--- src/rtl/mips_cpu_pkg.sv ---
// Shared encodings for the multi-cycle MIPS control unit: states, instruction
// fields, ALU operation codes and the decoded control bundle.
package mips_cpu_pkg;

    typedef enum logic [2:0] {
        ST_FETCH, ST_DECODE, ST_EXEC, ST_MEM, ST_WB, ST_MULDIV, ST_HALT
    } state_t;

    typedef enum logic [2:0] {
        CLS_NOP, CLS_ALU_R, CLS_ALU_I, CLS_LOAD, CLS_STORE, CLS_MULDIV, CLS_BRANCH, CLS_JUMP
    } instr_class_t;

    localparam logic [5:0] OP_RTYPE = 6'b000000, OP_REGIMM = 6'b000001, OP_J     = 6'b000010,
                           OP_JAL   = 6'b000011, OP_BEQ    = 6'b000100, OP_BNE   = 6'b000101,
                           OP_BLEZ  = 6'b000110, OP_BGTZ   = 6'b000111, OP_ADDIU = 6'b001001,
                           OP_SLTI  = 6'b001010, OP_SLTIU  = 6'b001011, OP_ANDI  = 6'b001100,
                           OP_ORI   = 6'b001101, OP_XORI   = 6'b001110, OP_LUI   = 6'b001111,
                           OP_LW    = 6'b100011, OP_SW     = 6'b101011;

    localparam logic [5:0] F_SLL  = 6'b000000, F_SRL   = 6'b000010, F_SRA  = 6'b000011,
                           F_SLLV = 6'b000100, F_SRLV  = 6'b000110, F_SRAV = 6'b000111,
                           F_JR   = 6'b001000, F_JALR  = 6'b001001, F_MFHI = 6'b010000,
                           F_MTHI = 6'b010001, F_MFLO  = 6'b010010, F_MTLO = 6'b010011,
                           F_MULT = 6'b011000, F_MULTU = 6'b011001, F_DIV  = 6'b011010,
                           F_DIVU = 6'b011011, F_ADDU  = 6'b100001, F_SUBU = 6'b100011,
                           F_AND  = 6'b100100, F_OR    = 6'b100101, F_XOR  = 6'b100110,
                           F_NOR  = 6'b100111, F_SLT   = 6'b101010, F_SLTU = 6'b101011;

    localparam logic [4:0] RT_BLTZ = 5'b00000, RT_BGEZ = 5'b00001,
                           RT_BLTZAL = 5'b10000, RT_BGEZAL = 5'b10001;

    localparam logic [3:0] ALU_RTYPE = 4'b0000, ALU_ADD = 4'b0001, ALU_AND  = 4'b0010,
                           ALU_EQ    = 4'b0011, ALU_GTZ = 4'b0100, ALU_GEZ  = 4'b0101,
                           ALU_LTZ   = 4'b0110, ALU_LEZ = 4'b0111, ALU_NE   = 4'b1000,
                           ALU_OR    = 4'b1001, ALU_SLTI = 4'b1010, ALU_SLTIU = 4'b1011,
                           ALU_XOR   = 4'b1100, ALU_LUI = 4'b1101;

    typedef struct packed {
        instr_class_t cls;
        logic [3:0]   aluop;
        logic         alusrc;
        logic         regdst;
        logic         signed_data;
        logic         link;
        logic         halt_able;   // j/jr/jalr may stop the core on a zero target
    } ctrl_t;

endpackage

--- src/rtl/mips_cpu_decode.sv ---
// Combinational instruction classifier: IR fields to class plus the static
// controls that stay constant for the whole instruction.
module mips_cpu_decode
    import mips_cpu_pkg::*;
(
    input  logic [5:0] opcode,
    input  logic [5:0] funct,
    input  logic [4:0] branch_type,
    output ctrl_t      ctrl
);

    always_comb begin
        ctrl = '0;
        case (opcode)
            OP_RTYPE: begin
                case (funct)
                    F_SLL, F_SRL, F_SRA, F_SLLV, F_SRLV, F_SRAV, F_MFHI, F_MTHI, F_MFLO,
                    F_MTLO, F_ADDU, F_SUBU, F_AND, F_OR, F_XOR, F_NOR, F_SLT, F_SLTU: begin
                        ctrl.cls    = CLS_ALU_R;
                        ctrl.regdst = 1'b1;
                    end
                    F_MULT, F_MULTU, F_DIV, F_DIVU: ctrl.cls = CLS_MULDIV;
                    F_JR: begin
                        ctrl.cls       = CLS_JUMP;
                        ctrl.halt_able = 1'b1;
                    end
                    F_JALR: begin
                        ctrl.cls       = CLS_JUMP;
                        ctrl.link      = 1'b1;
                        ctrl.regdst    = 1'b1;
                        ctrl.halt_able = 1'b1;
                    end
                    default: ;
                endcase
            end
            OP_REGIMM: begin
                ctrl.cls         = CLS_BRANCH;
                ctrl.signed_data = 1'b1;
                case (branch_type)
                    RT_BLTZ:   ctrl.aluop = ALU_LTZ;
                    RT_BGEZ:   ctrl.aluop = ALU_GEZ;
                    RT_BLTZAL: begin ctrl.aluop = ALU_LTZ; ctrl.link = 1'b1; end
                    RT_BGEZAL: begin ctrl.aluop = ALU_GEZ; ctrl.link = 1'b1; end
                    default:   ctrl = '0;
                endcase
            end
            OP_J:   begin ctrl.cls = CLS_JUMP; ctrl.halt_able = 1'b1; end
            OP_JAL: begin ctrl.cls = CLS_JUMP; ctrl.link = 1'b1; end
            OP_BEQ, OP_BNE, OP_BLEZ, OP_BGTZ: begin
                ctrl.cls         = CLS_BRANCH;
                ctrl.signed_data = 1'b1;
                case (opcode)
                    OP_BEQ:  ctrl.aluop = ALU_EQ;
                    OP_BNE:  ctrl.aluop = ALU_NE;
                    OP_BLEZ: ctrl.aluop = ALU_LEZ;
                    default: ctrl.aluop = ALU_GTZ;
                endcase
            end
            OP_ADDIU, OP_SLTI, OP_SLTIU, OP_ANDI, OP_ORI, OP_XORI, OP_LUI: begin
                ctrl.cls    = CLS_ALU_I;
                ctrl.alusrc = 1'b1;
                // Logical immediates and lui are zero-extended.
                ctrl.signed_data = (opcode == OP_ADDIU) || (opcode == OP_SLTI) || (opcode == OP_SLTIU);
                case (opcode)
                    OP_ADDIU: ctrl.aluop = ALU_ADD;
                    OP_SLTI:  ctrl.aluop = ALU_SLTI;
                    OP_SLTIU: ctrl.aluop = ALU_SLTIU;
                    OP_ANDI:  ctrl.aluop = ALU_AND;
                    OP_ORI:   ctrl.aluop = ALU_OR;
                    OP_XORI:  ctrl.aluop = ALU_XOR;
                    default:  ctrl.aluop = ALU_LUI;
                endcase
            end
            OP_LW, OP_SW: begin
                ctrl.cls         = (opcode == OP_LW) ? CLS_LOAD : CLS_STORE;
                ctrl.aluop       = ALU_ADD;
                ctrl.alusrc      = 1'b1;
                ctrl.signed_data = 1'b1;
            end
            default: ;
        endcase
    end

endmodule

--- src/rtl/mips_cpu_control_fsm.sv ---
// Multi-cycle MIPS control FSM: per-instruction state sequence, mult/div
// countdown and per-state gating of the decoded controls.
module mips_cpu_control_fsm
    import mips_cpu_pkg::*;
#(
    parameter int MULDIV_CYCLES = 32,
    parameter int CNT_W         = $clog2(MULDIV_CYCLES + 1)
) (
    input  logic       clk,
    input  logic       reset,
    input  logic [5:0] opcode,
    input  logic [5:0] funct,
    input  logic [4:0] branch_type,
    input  logic       mem_waitrequest,
    input  logic       halt_req,
    output logic       active,
    output logic       pc_write,
    output logic       ir_write,
    output logic       mem_read,
    output logic       mem_write,
    output logic       regwrite,
    output logic       memtoreg,
    output logic       regdst,
    output logic       alusrc,
    output logic       branch,
    output logic       jump,
    output logic       link,
    output logic       signed_data,
    output logic       hilo_write,
    output logic       iord,
    output logic [3:0] aluop
);

    localparam logic [CNT_W-1:0] CNT_LOAD = CNT_W'(MULDIV_CYCLES - 1);

    state_t           state_reg, state_next;
    logic [CNT_W-1:0] cnt_reg, cnt_next;
    ctrl_t            ctrl;

    mips_cpu_decode u_decode (
        .opcode      (opcode),
        .funct       (funct),
        .branch_type (branch_type),
        .ctrl        (ctrl)
    );

    always_ff @(posedge clk or posedge reset) begin
        if (reset) begin
            state_reg <= ST_FETCH;
            cnt_reg   <= '0;
        end else begin
            state_reg <= state_next;
            cnt_reg   <= cnt_next;
        end
    end

    always_comb begin
        state_next  = state_reg;
        cnt_next    = cnt_reg;
        active      = 1'b0;
        pc_write    = 1'b0;
        ir_write    = 1'b0;
        mem_read    = 1'b0;
        mem_write   = 1'b0;
        regwrite    = 1'b0;
        memtoreg    = 1'b0;
        regdst      = 1'b0;
        alusrc      = 1'b0;
        branch      = 1'b0;
        jump        = 1'b0;
        link        = 1'b0;
        signed_data = 1'b0;
        hilo_write  = 1'b0;
        iord        = 1'b0;
        aluop       = ALU_RTYPE;
        // Outputs are forced low for the whole reset pulse, not just after the edge.
        if (!reset) begin
            active = (state_reg != ST_HALT);
            case (state_reg)
                ST_FETCH: begin
                    mem_read = 1'b1;
                    ir_write = !mem_waitrequest;
                    pc_write = !mem_waitrequest;
                    if (!mem_waitrequest) state_next = ST_DECODE;
                end
                ST_DECODE: state_next = ST_EXEC;
                ST_EXEC: begin
                    aluop       = ctrl.aluop;
                    alusrc      = ctrl.alusrc;
                    regdst      = ctrl.regdst;
                    signed_data = ctrl.signed_data;
                    case (ctrl.cls)
                        CLS_ALU_R, CLS_ALU_I: state_next = ST_WB;
                        CLS_LOAD, CLS_STORE:  state_next = ST_MEM;
                        CLS_MULDIV: begin
                            state_next = ST_MULDIV;
                            cnt_next   = CNT_LOAD;
                        end
                        CLS_BRANCH: begin
                            branch     = 1'b1;
                            link       = ctrl.link;
                            regwrite   = ctrl.link;
                            state_next = ST_FETCH;
                        end
                        CLS_JUMP: begin
                            jump       = 1'b1;
                            link       = ctrl.link;
                            regwrite   = ctrl.link;
                            state_next = (ctrl.halt_able && halt_req) ? ST_HALT : ST_FETCH;
                        end
                        default: state_next = ST_FETCH;
                    endcase
                end
                ST_MEM: begin
                    iord      = 1'b1;
                    mem_read  = (ctrl.cls == CLS_LOAD);
                    mem_write = (ctrl.cls == CLS_STORE);
                    if (!mem_waitrequest) state_next = (ctrl.cls == CLS_LOAD) ? ST_WB : ST_FETCH;
                end
                ST_WB: begin
                    regwrite   = 1'b1;
                    memtoreg   = (ctrl.cls == CLS_LOAD);
                    regdst     = ctrl.regdst;
                    state_next = ST_FETCH;
                end
                ST_MULDIV: begin
                    if (cnt_reg == '0) begin
                        hilo_write = 1'b1;
                        state_next = ST_FETCH;
                    end else begin
                        cnt_next = cnt_reg - 1'b1;
                    end
                end
                ST_HALT: ;
                default: state_next = ST_FETCH;
            endcase
        end
    end

endmodule
--- config.mk ---
export PLATFORM = sky130hd
export DESIGN_NAME = mips_cpu_control_fsm
export DESIGN_NICKNAME = d
export VERILOG_FILES = /design/src/rtl/mips_cpu_pkg.sv /design/src/rtl/mips_cpu_decode.sv /design/src/rtl/mips_cpu_control_fsm.sv
export SDC_FILE = /design/constraint.sdc
export NUM_CORES = 1
export LEC_CHECK = 0
export BUFFER_PORTS_ARGS = -buffer_cell sky130_fd_sc_hd__clkbuf_2
export CORE_MARGIN = 2
export CORE_UTILIZATION = 45
export DETAILED_ROUTE_END_ITERATION = 8
export PLACE_DENSITY = 0.71
export SYNTH_ARGS = -nofsm -noshare
export SYNTH_HDL_FRONTEND = slang
export SYNTH_HIERARCHICAL = 1
export SYNTH_SLANG_ARGS = --single-unit
export TNS_END_PERCENT = 20
--- constraint.sdc ---
create_clock -name clk -period 3 [get_ports clk]
set_clock_uncertainty 0.2 [all_clocks]
set_input_delay 0.45 -clock clk [delete_from_list [all_inputs] [get_ports clk]]
set_output_delay 0.45 -clock clk [all_outputs]
set_load 0.03 [all_outputs]
==> metrics.md, run 1 <==
| Metric | Value |
|---|---|
| Vias per cell | `5.85` |
| GP Congestion | `~0.84` |
| CP Max Fanout | `7` |
| Met1 usage | `between 20% and 30%` |
| Drt wl/cell | `roughly 13 um` |
| Slew Limit Fails | `0` |
| Max reg flops | `6` |
| Outcome | `completed` |
| Ant. Diodes | `0` |
| Critical path, cell by cell | `clkbuf_2 > or4_4 > nor3_4 > nand2_1 > o311ai_2 > and3_1 > and2_1 > a31o_1 > clkbuf_4` |
| Worst Path Required | `roughly 2.4 ns` |
| Hold_ws | `0.0809 ns` |
| Initial Utilization | `47.5%` |
| Root Buffer | `clkbuf_4` |
| Residual DRC count | `0` |
| Dpl cell area | `1580 um2` |
| IO Port Bufs | `39` |
| Syn. warnings | `6` |
| Yosys reg bits | `9` |
| GRT Max-Usage Layer | `met2` |
| First-pass GRT wire length | `around 5500 um` |
| Synth cell types | `56` |
| CTS tree | `yes` |
| Vias | `1516` |
| Achievable frequency | `349 MHz` |
| Layout Nets | `around 250` |
| Vias in the first global route | `1256` |
| Power Total | `737 uW` |
| MaxCap Viol Count | `0` |
| Post-DP HPWL | `2530 um` |
| Synthesized instance count | `186` |
| Crit Path Category | `in -> out` |
| Congestion Overflow GR | `0` |
| Largest net degree at the start of global routing | `17` |
| Critical Path Sink Type | `primary output` |
| Reg-to-reg slack, setup | `0.92 ns` |
| DP Worst Slack | `0.0266 ns` |
| Hold buffers post-CTS | `0` |
| Total track usage | `between 20 and 25%` |
| DRT iter0 DRCs | `80` |
| DIE AREA | `about 3400 um2` |
| Htree depth | `1` |
| Cell Pwr Density | `454 nW/um2` |
| IO Pins | `40` |
| Setup slack after layout | `0.131 ns` |
| Post-synth net total | `209` |
| Leak | `0.000715 uW` |
| Final hold violation count | `0` |
| Fill count | `261` |
| DRT Pass-1 Iters | `4` |
| R2R Path End | `cnt_reg[5]` |
| Clock Latency Late Sink | `0.27 ns` |
| Cts bufs inserted | `3` |
| Hold crit path type | `in -> async` |
| Slew @ Worst Pin | `0.536 ns` |
| Final min period | `~2.9 ns` |
| Core Area | `~2800 um2` |
| Met2 usage | `33.9%` |
| GRT met3 Usage | `4.69%` |
| Antenna viol nets, final | `0` |
| Final instance area | `roughly 1600 um2` |
| Worst path max stage delay | `0.56 ns` |
| Antenna violations before repair | `0` |
| Area growth syn-to-layout | `24.0%` |
| R2r worst-path depth | `5` |
| Seq/Total Area, Yosys | `17.2%` |
| Slowest CP cell | `or4_4` |
| Worst EP arrival | `2.22 ns` |
| Die H | `58.0 um` |
| Clk sink count | `9` |
| Final period utilization | `95.6%` |
| Final wirelength | `around 3300 um` |
| Die width | `58.0 um` |
| FP Rows | `19` |
| Worst Setup Start Kind | `primary input` |
| Slew Limit Headroom | `64.2%` |
| Reg2reg start | `state_reg[1]` |
| Maximum clock path buffer count | `2` |
| RSZ-0062 raised after global routing | `true` |
| Syn_area_per_cell | `between 7 and 8 um2` |
| Maximum vdd drop | `a little over 0.5 mV` |
| Share of cells above drive strength 1 | `between 30% and 40%` |
| Clk pin slew, worst setup/hold paths | `0.07 ns` |
| Synthesized cell area | `1310 um2` |
| Final setup fails | `0` |
layout make-up:
cell class	count	area (um2)	area share [%]
timing repair buffer	52	300	18.5
inverter	9	33.8	2.08
multi-input combinational	154	1000	61.6
clock buffer	4	26.3	1.62
tap	31	38.8	2.39
sequential	9	225	13.9
timing repair:
action / 4_1_cts / 5_1_grt
gates resized for setup: 0 / 8
setup buffers: 0 / 1
setup endpoints to repair: 0 / 6
metrics by stage:
stage                     util (%)  std cells  TNS [ns]
after global placement        57.1        254         0
after floorplan                  -        186    -0.511
after global routing          58.9        259   -0.0692
after CTS                     58.1        258         0
after detailed placement      57.1        254         0
final                         58.9        259         0
worst max path at each step:
stage / from / to / slack, ns
2_1_floorplan: opcode[3] / memtoreg / -0.14
3_3_place_gp: opcode[2] / regwrite / 0.08
3_5_place_dp: opcode[2] / regwrite / 0.03
4_1_cts: opcode[2] / regwrite / 0.02
5_1_grt: opcode[2] / mem_write / -0.04
6_report: opcode[2] / regwrite / 0.13
critical path, delay by kind of cell:
kind | cells | cell delay (ns)
simple gates | 5 | 1.25
buf+inv | 2 | 0.27
compound gates | 2 | 0.25
per-layer routing:
layer,part of all wire (%),up-vias
li1,-,773
met1,49,712
met2,47,29
met3,4.1,2
met4,0.30,0
met5,0,-
cell families after synthesis:
kind of cell | share of synthesized area [%]
AOI/OAI and AO/OA | 29.9
xor gates and xnor gates | 0.669
adders and majority gates | 1.91
buffers and inverters | 8.02
DFF | 17.2
and+or+nand+nor | 42.3
cells in the final DEF (no fill, tap or decap), drive strengths merged, types with 2 or more instances in the layout:
cell	synthesis	final
and2	9	9
buf	8	15
nor2	22	22
nor2b	9	9
nor4b	3	3
or4	3	3
o31ai	3	3
dfrtp	9	9
o21ai	13	13
nor4	3	3
clkbuf	6	41
a21oi	8	8
a31o	3	3
a22oi	4	4
nand3	5	5
nand4	3	3
nand2	12	12
inv	9	9
ha	2	2
nand2b	3	3
a211oi	5	5
nand3b	3	3
nor3	12	12
o211ai	2	2
a21o	3	3
a21boi	4	4
and3	4	4
power by group:
group / leakage [uW] / internal [uW] / switching, uW
Sequential: 0.000118 / 157 / 62.3
Clock: 0.0000150 / 51.6 / 50.9
Combinational: 0.000582 / 165 / 251
Total: 0.000715 / 373 / 364
synth_stat cells, drive strengths merged:
master    n  area share [%]
nor2     22             6.3
o21ai    13             5.3
nand2    12             3.4
nor3     12             6.2
and2      9             4.3
dfrtp     9              17
inv       9             2.6
nor2b     9             4.3
a21oi     8             3.1
buf       8             3.7
clkbuf    6             1.7
a211oi    5             3.2
nand3     5             2.3
a21boi    4             2.3
a22oi     4             2.3
and3      4             1.9
a21o      3             1.7
a31o      3             2.0
nand2b    3             1.4
nand3b    3             1.7
nand4     3             1.4
nor4      3             1.4
nor4b     3             3.2
o31ai     3             1.7
or4       3             2.0
ha        2             1.9
o211ai    2             1.1
a2111oi   1            0.67
a211o     1            0.67
a311oi    1            0.67
a31oi     1            0.48
a32o      1            0.76
a32oi     1            0.67
and3b     1            0.67
nor3b     1            0.57
o21a      1            0.57
o221a     1            0.86
o22ai     1            0.48
o311ai    1            0.67
o32ai     1            0.67
or2       1            0.48
or3b      1            0.67
xnor2     1            0.67
(Power assumes the default switching activity.)
==> run 2, diff against run 1 <==
--- a/config.mk
+++ b/config.mk
@@ -9,7 +9,8 @@
 export CORE_MARGIN = 2
 export CORE_UTILIZATION = 45
 export DETAILED_ROUTE_END_ITERATION = 8
-export PLACE_DENSITY = 0.71
+export HOLD_SLACK_MARGIN = 0.02
+export PLACE_DENSITY = 0.74
 export SYNTH_ARGS = -nofsm -noshare
 export SYNTH_HDL_FRONTEND = slang
 export SYNTH_HIERARCHICAL = 1
==> constraint.sdc (replaced) <==
create_clock -name clk -period 2.41 [get_ports clk]
set_clock_uncertainty 0.2 [all_clocks]
set_input_delay 0.3615 -clock clk [delete_from_list [all_inputs] [get_ports clk]]
set_output_delay 0.3615 -clock clk [all_outputs]
set_load 0.03 [all_outputs]
==> metrics.md, run 2 (synthesis results as in run 1) <==
| Metric | Value |
|---|---|
| Commonest cells after routing, fill and taps aside | `clkbuf_2 (31), buf_4 (30), nor2_1 (19), nand2_1 (11)` |
| Maximum vdd drop | `0.507 mV (-0.16%)` |
| Vias in the first global route | `1346 (+7.2%)` |
| Leak | `0.000852 uW (+19%)` |
| IO Port Bufs | `39 (unchanged)` |
| MaxCap Viol Count | `0 (unchanged)` |
| DP Worst Slack | `-0.344 ns (-0.370 ns)` |
| Die H | `58.0 um (unchanged)` |
| IO Pins | `40 (unchanged)` |
| Congestion Overflow GR | `0 (unchanged)` |
| Leading cell type in the layout, fill and taps excluded | `clkbuf_2` |
| Util after Layout | `69.8% (+11 points)` |
| Setup crit start | `opcode[4]` |
| CP Max Fanout | `5 (-2)` |
| Placed cells | `272 (+7.1%)` |
| DRT iter0 DRCs | `86 (+7.5%)` |
| Crit Path Category | `in -> out` |
| Share of cells above drive strength 1 | `40.9% (+11 points)` |
| FP Rows | `19 (unchanged)` |
| Vias | `1569 (+3.5%)` |
| Cell Pwr Density | `526 nW/um2 (+16%)` |
| Antenna viol nets, final | `0 (unchanged)` |
| Worst Setup Start Kind | `primary input` |
| Clk sink count | `9 (unchanged)` |
| Final wirelength | `3480 um (+4.3%)` |
| Violated checks | `setup timing` |
| GP Congestion | `0.859 (+2.6%)` |
| Total track usage | `21.0% (+0.49 points)` |
| Htree depth | `1 (unchanged)` |
| Outcome | `finished with violations` |
| Largest net degree at the start of global routing | `16 (-1)` |
| Clock Latency Late Sink | `0.26 ns (about the same)` |
| Reg2reg start | `cnt_reg[1]` |
| Maximum clock path buffer count | `2 (unchanged)` |
| Final setup fails | `9 (+9)` |
| Setup slack after layout | `-0.262 ns (-0.393 ns)` |
| Post-DP HPWL | `2630 um (+4.3%)` |
| Achievable frequency | `374 MHz` |
| Initial Utilization | `47.5% (unchanged)` |
| CTS tree | `yes` |
| Non-Filler Instances | `278 (+7.3%)` |
| Die width | `58.0 um (unchanged)` |
| Vias per cell | `5.64 (-3.6%)` |
| Ant. Diodes | `0 (unchanged)` |
| Worst EP arrival | `2.11 ns (-0.11 ns)` |
| Area growth syn-to-layout | `47.0%` |
| DIE AREA | `3360 um2 (unchanged)` |
| Hold crit path type | `in -> async` |
| Clk pin slew, worst setup/hold paths | `0.06 ns (about the same)` |
| Slew Limit Headroom | `63.3% (-0.87 points)` |
| Critical Path Sink Type | `primary output` |
| Slew Limit Fails | `0 (unchanged)` |
| Cts bufs inserted | `3 (unchanged)` |
| Antenna violations before repair | `0 (unchanged)` |
| Root Buffer | `clkbuf_4` |
| Residual DRC count | `0 (unchanged)` |
| Final min period | `2.67 ns` |
| First-pass GRT wire length | `5780 um (+5.8%)` |
| RSZ-0062 raised after global routing | `true` |
| Hold buffers post-CTS | `0 (unchanged)` |
| Max reg flops | `6 (unchanged)` |
| DRT Pass-1 Iters | `4 (unchanged)` |
| Layout Nets | `271 (+7.5%)` |
| Setup TNS | `-1.46 ns (-1.46 ns)` |
| Worst Path Required | `1.85 ns (-0.50 ns)` |
| Hold_ws | `0.0448 ns (-0.0360 ns)` |
| Final period utilization | `111%` |
| Core Area | `2760 um2 (unchanged)` |
| Slew @ Worst Pin | `0.549 ns (+0.0130 ns)` |
| Final hold violation count | `0 (unchanged)` |
| Drt wl/cell | `12.5 um (-2.8%)` |
-- run 2: repair_timing --
item                                    4_1_cts  5_1_grt
pin swaps                                     9        6
endpoints found under the setup margin        8       20
buffers inserted                              2        0
gates resized for setup                      21       11
-- run 2: area by class of cell --
| cell class | count | area, um2 |
|---|---|---|
| clock buffers | 4 | 26.3 |
| fillers | 222 | 832 |
| inverters | 9 | 33.8 |
| multi-input cells | 154 | 1100 |
| flip-flops and latches | 9 | 225 |
| well taps | 31 | 38.8 |
| repair buffers | 71 | 505 |
-- run 2: worst max-delay path: stages --
cell,delay [ns]
buf_6,0.09
or4_4,0.54
nor3_4,0.20
nand2_2,0.10
o311ai_4,0.13
and3_1,0.26
and2_4,0.16
a31o_2,0.09
clkbuf_4,0.18
-- run 2: path summary, 6_finish.rpt --
| check | end | slack [ns] | cells after the start |
|---|---|---|---|
| hold / removal | state_reg[0] | 0.04 | 3 |
| setup reg to reg | cnt_reg[5] | 0.45 | 6 |
| max in group asynchronous | cnt_reg[1] | 1.82 | 3 |
| setup / recovery | regwrite | -0.26 | 9 |
| hold reg to reg | cnt_reg[4] | 0.36 | 2 |
| min in group clk | state_reg[2] | 0.28 | 4 |
-- run 2: power breakdown --
group	switching [uW]	internal [uW]	leakage, uW
Combinational	376	260	0.000719
Clock	54.6	63.9	0.0000150
Sequential	63.2	196	0.000118
-- run 2: through the flow --
step                      area, um2  power [uW]
after global placement         1760         845
after floorplan                1370         695
after CTS                      1890         997
after detailed placement       1760         852
after global routing           1930        1090
final                          1930        1010
-- run 2: routing by layer --
layer  share of wire (%)  GRT usage, %  vias up
met5                   0             0        -
met3                 4.6          1.34        2
li1                    -             -      810
met2                  48          35.2       48
met1                  47          29.8      709
met4                0.32          3.99        0
